**src/rtl/dmem_arbiter.sv**
```systemverilog
// dmem_arbiter: two-requester arbiter in front of a single-port data SRAM.
//
// The pipeline MEM stage (cpu_*) and an external load/store port (ext_*) share
// one SRAM port. Grants are combinational in the request cycle; read data
// comes back one cycle later and is routed by the registered owner state.
//
// Ports:
//   clk, srst                       clock, synchronous active-high reset
//   cpu_req/wen/addr/wdata          pipeline request (held until cpu_gnt)
//   cpu_gnt/rvalid/rdata/stall      pipeline grant, read response, stall
//   ext_req/wen/addr/wdata          external request (held until ext_gnt)
//   ext_gnt/rvalid/rdata            external grant and read response
//   mem_en/wen/addr/wdata           SRAM request
//   mem_rdata                       SRAM read data, one cycle after a read
//
// Configuration macro DMEM_ARB_RR_EN:
//   undefined - CPU wins ties unless EXT has waited MAX_EXT_WAIT cycles
//   defined   - ties alternate between requesters (last_ext_q)

module dmem_arbiter #(
    parameter int unsigned DATA_W       = 64,
    parameter int unsigned ADDR_W       = 64,
    parameter int unsigned MAX_EXT_WAIT = 4
) (
    input  logic              clk,
    input  logic              srst,
    input  logic              cpu_req,
    input  logic              cpu_wen,
    input  logic [ADDR_W-1:0] cpu_addr,
    input  logic [DATA_W-1:0] cpu_wdata,
    output logic              cpu_gnt,
    output logic              cpu_rvalid,
    output logic [DATA_W-1:0] cpu_rdata,
    output logic              cpu_stall,
    input  logic              ext_req,
    input  logic              ext_wen,
    input  logic [ADDR_W-1:0] ext_addr,
    input  logic [DATA_W-1:0] ext_wdata,
    output logic              ext_gnt,
    output logic              ext_rvalid,
    output logic [DATA_W-1:0] ext_rdata,
    output logic              mem_en,
    output logic              mem_wen,
    output logic [ADDR_W-1:0] mem_addr,
    output logic [DATA_W-1:0] mem_wdata,
    input  logic [DATA_W-1:0] mem_rdata
);

    typedef enum logic [1:0] {StIdle, StCpuOwn, StExtOwn} state_e;

    state_e state_q, state_d;
    logic   rd_pend_q, rd_pend_d;  // last cycle's grant was a read
    logic   ext_pri;               // EXT wins a tie this cycle
    logic   tie;

    assign tie = cpu_req & ext_req;

`ifdef DMEM_ARB_RR_EN
    logic last_ext_q, last_ext_d;  // 1: EXT won the previous tie

    assign ext_pri = ~last_ext_q;

    always_comb begin
        last_ext_d = last_ext_q;
        if (tie && !srst) begin
            last_ext_d = ext_gnt;
        end
    end
`else
    localparam logic [3:0] MaxWait = 4'(MAX_EXT_WAIT);

    logic [3:0] wait_cnt_q, wait_cnt_d;

    assign ext_pri = (wait_cnt_q == MaxWait);

    always_comb begin
        wait_cnt_d = wait_cnt_q;
        if (!ext_req || ext_gnt) begin
            wait_cnt_d = 4'd0;
        end else if (wait_cnt_q != MaxWait) begin
            wait_cnt_d = wait_cnt_q + 4'd1;
        end
    end
`endif

    // Grant decision; requests are ignored while in reset.
    always_comb begin
        cpu_gnt = 1'b0;
        ext_gnt = 1'b0;
        if (!srst) begin
            if (cpu_req && (!ext_req || !ext_pri)) begin
                cpu_gnt = 1'b1;
            end else if (ext_req) begin
                ext_gnt = 1'b1;
            end
        end
    end

    always_comb begin
        mem_en    = cpu_gnt | ext_gnt;
        mem_wen   = 1'b0;
        mem_addr  = '0;
        mem_wdata = '0;
        if (cpu_gnt) begin
            mem_wen   = cpu_wen;
            mem_addr  = cpu_addr;
            mem_wdata = cpu_wdata;
        end else if (ext_gnt) begin
            mem_wen   = ext_wen;
            mem_addr  = ext_addr;
            mem_wdata = ext_wdata;
        end
    end

    always_comb begin
        state_d   = cpu_gnt ? StCpuOwn : (ext_gnt ? StExtOwn : StIdle);
        rd_pend_d = mem_en & ~mem_wen;
    end

    always_ff @(posedge clk) begin
        if (srst) begin
            state_q    <= StIdle;
            rd_pend_q  <= 1'b0;
`ifdef DMEM_ARB_RR_EN
            last_ext_q <= 1'b1;
`else
            wait_cnt_q <= 4'd0;
`endif
        end else begin
            state_q    <= state_d;
            rd_pend_q  <= rd_pend_d;
`ifdef DMEM_ARB_RR_EN
            last_ext_q <= last_ext_d;
`else
            wait_cnt_q <= wait_cnt_d;
`endif
        end
    end

    // Read response routed by the owner of last cycle's grant.
    always_comb begin
        cpu_rvalid = ~srst & rd_pend_q & (state_q == StCpuOwn);
        ext_rvalid = ~srst & rd_pend_q & (state_q == StExtOwn);
        cpu_rdata  = cpu_rvalid ? mem_rdata : '0;
        ext_rdata  = ext_rvalid ? mem_rdata : '0;
        cpu_stall  = ~srst & cpu_req & ~cpu_gnt;
    end

endmodule

```
**config.mk**
```make
export PLATFORM = sky130hd
export DESIGN_NAME = dmem_arbiter
export DESIGN_NICKNAME = d
export VERILOG_FILES = /design/src/rtl/dmem_arbiter.sv
export SDC_FILE = /design/constraint.sdc
export NUM_CORES = 1
export LEC_CHECK = 0
export BUFFER_PORTS_ARGS = -buffer_cell sky130_fd_sc_hd__buf_2
export CAP_MARGIN = 30
export CELL_PAD_IN_SITES_DETAIL_PLACEMENT = 0
export CELL_PAD_IN_SITES_GLOBAL_PLACEMENT = 1
export CORE_AREA = 2 2 226 228
export CTS_CLUSTER_DIAMETER = 150
export DETAILED_ROUTE_END_ITERATION = 10
export DIE_AREA = 0 0 228 230
export PLACE_DENSITY_LB_ADDON = 0.1
export SYNTH_ARGS = -nofsm -noshare
export SYNTH_HDL_FRONTEND = slang
export SYNTH_SLANG_ARGS = --single-unit
```
**constraint.sdc**
```tcl
create_clock -name clk -period 3.63 [get_ports clk]
set_input_delay 0.1815 -clock clk [delete_from_list [all_inputs] [get_ports clk]]
set_output_delay 0.1815 -clock clk [all_outputs]
set_load 0.03 [all_outputs]
```
==> flow_summary.toml <==
[outcome]
outcome = "completed"

[route]
avgRoutedWirePerCell_um = 18.5
routed_wl_um = 29100
firstDrtPassIters = 4
first_iter_violations = 120
num_vias = 4987
drc = 0
postRouteAntennaNets = 0
via_per_inst = 3.17

[pwr]
power_density_nw_per_um2 = 153
max-vdd-ir-drop_uv = 94.1
leakagePower_nw = 3.74
p_total_mw = 0.961

[die]
design.die.area_um2 = 52400
fp.dieW_um = 228
coreArea_um2 = 49900
top_level_ports = 589
initial_core_util_pct = 4.92
die_h_um = 230
rows = 82

[critical_path]
r2r_setup_slack_ps = 1820
setup.worst_path.class = "reg -> out"
timing.critical_path.buf_inv = 3
crit_chain = "inv_1 -> ha_1 -> nand3b_1 -> a21oi_4 -> buf_12 -> a22o_1 -> buf_2"
slowest_delay_ps = 340
cp.arrival_ps = 2260
crit_path_end_kind = "primary output"
crit_family = "buffers and inverters"
reg2reg_depth = 6
slowest_stage = "buf_12"
crit_fanout = 97
r2r-end = "rd_pend_q"
crit_required_ps = 3450
cp-start-kind = "register"
reg2reg_from = "wait_cnt_q[0]"

[placed_design]
place_congestion = 0.780
dpl.hpwl_um = 25600
io_buffers = 588

[timing]
finalCritPeriodShare_pct = 67.3
fin_hold_ws_ps = 249
fin_worst_skew_ps = 1.29
hold_viol = 0
worst_pin_slew_ps = 573
relSlewSlack_pct = 61.8
setup_violations = 0
tns_ps = 0
fin_crit_ps = 2440
rsz0062_at_grt = "no"
clock.fmax_mhz = 410
final_max_slew_viol_count = 0

[grt]
grt_max_degree = 98
grt_usage_pct = 10.3
grt_pass1_vias = 5126
grt_pass1_wl_um = 39000
antenna_found_initial = 22
grt_overflow = 0

[clocking]
cts_max_level = 1
clk_latency_ps = 230
clkSinkCount = 7
cts-root-buf = "clkbuf_16"
clock_path_buffers = 2
cts_setup_buffers = 0
cts_hold_buf = 0
cts_tree = "built"
cts_buffers = 3
post_cts_resized = 0
clk_transition_reported_paths_ps = 40

[hold_path]
holdPathEnd = "state_q[1]"
worst_hold_path_type = "in -> reg"
min-delay-start = "cpu_req"
min_path_cells = 2

[yosys]
synth-async-reset-ratio_pct = 0
post_synth.cell_area_avg_um2 = 7.34
yosysTopAreaCell = "a22o_1"
syn_nets = 662
yosysMostFrequentCell = "a22o_1"
syn_area_um2 = 2450
ys_warn_count = 0
synth_edf_count = 0
synthFlopType = "dfxtp_1"
netlist_instances = 334
yosysTopAreaCellShare_pct = 46.1
synth_commonest_cells = "a22o_1 (129), and2_1 (128), clkbuf_1 (25)"
yosys-top-cells-area = "a22o_1 (46%), and2_1 (33%), dfxtp_1 (5.7%)"
yosys_register_bits = 7
synth_cell_types = 23
seq_area_frac_synth_pct = 5.71

[final_layout]
nFillCells = 5971
syn2layout_area_growth_pct = 156
nNetsFinal = 1219
drive_gt1_share_pct = 67.9

[job]
drv_cap = 0
state kept, by name, indices dropped and copies added (netlist names):
name	cells
rd_pend_q	1
state_q	2
wait_cnt_q	4
where the power goes:
| group | switching [mW] | internal (mW) |
|---|---|---|
| Clock | 0.0384 | 0.146 |
| Combinational | 0.423 | 0.272 |
| Sequential | 0.00208 | 0.0799 |
worst max-delay path by stage:
| stage | start | endpoint | cells past startpoint | slack [ps] |
|---|---|---|---|---|
| CTS | wait_cnt_q[0] | mem_wdata[61] | 7 | 1170 |
| global placement | wait_cnt_q[0] | mem_wdata[61] | 7 | 1400 |
| floorplan | wait_cnt_q[0] | mem_addr[40] | 6 | 1620 |
| global route | wait_cnt_q[0] | mem_wdata[61] | 7 | 1040 |
| finish | wait_cnt_q[0] | mem_wdata[61] | 7 | 1190 |
| detailed placement | wait_cnt_q[0] | mem_wdata[61] | 7 | 1420 |
cell type report:
class	count	area, µm²	share of cell area, %
Antenna cell	9	22.5	0.359
Clock buffer	4	78.8	1.26
Inverter	4	15.0	0.239
Multi-Input combinational cell	281	2160	34.3
Sequential cell	7	140	2.23
Tap cell	672	841	13.4
Timing Repair Buffer	594	3030	48.2
layer usage:
layer | global-route usage (%) | wire, µm
met4 | 2.41 | 578
met2 | 19.8 | 15400
met5 | 0 | 124
met3 | 4.64 | 3290
met1 | 9.85 | 9710
cell families after synthesis:
family	Yosys count	share of synthesized area, %
compound gates	133	47.3
fa+ha+maj	2	1.02
buf+inv	46	8.01
flops	7	5.71
mux	1	0.459
simple gates	145	37.5
through the flow:
stage | setup WS [ps] | std cells | area, µm² | utilization (%)
finish | 1190 | 1571 | 6280 | 12.6
global route | 1040 | 1567 | 6270 | 12.6
detailed placement | 1420 | 1558 | 6180 | 12.4
CTS | 1170 | 1562 | 6260 | 12.5
global placement | 1400 | 1558 | 6180 | 12.4
floorplan | 1620 | 334 | 2450 | -
cells in the final DEF, fill, tap and decap left out, drive strengths merged:
master,count
mux2,1
nor2,2
nand3,2
and4b,1
or2,1
and2,128
nand2b,2
and3,3
o2111a,1
nor3,3
inv,4
a22o,129
a21oi,2
a221oi,1
dfxtp,7
buf,594
nor4bb,2
nand3b,1
diode,9
ha,2
clkbuf,4
Note: power is estimated with default switching activity, not from simulation.
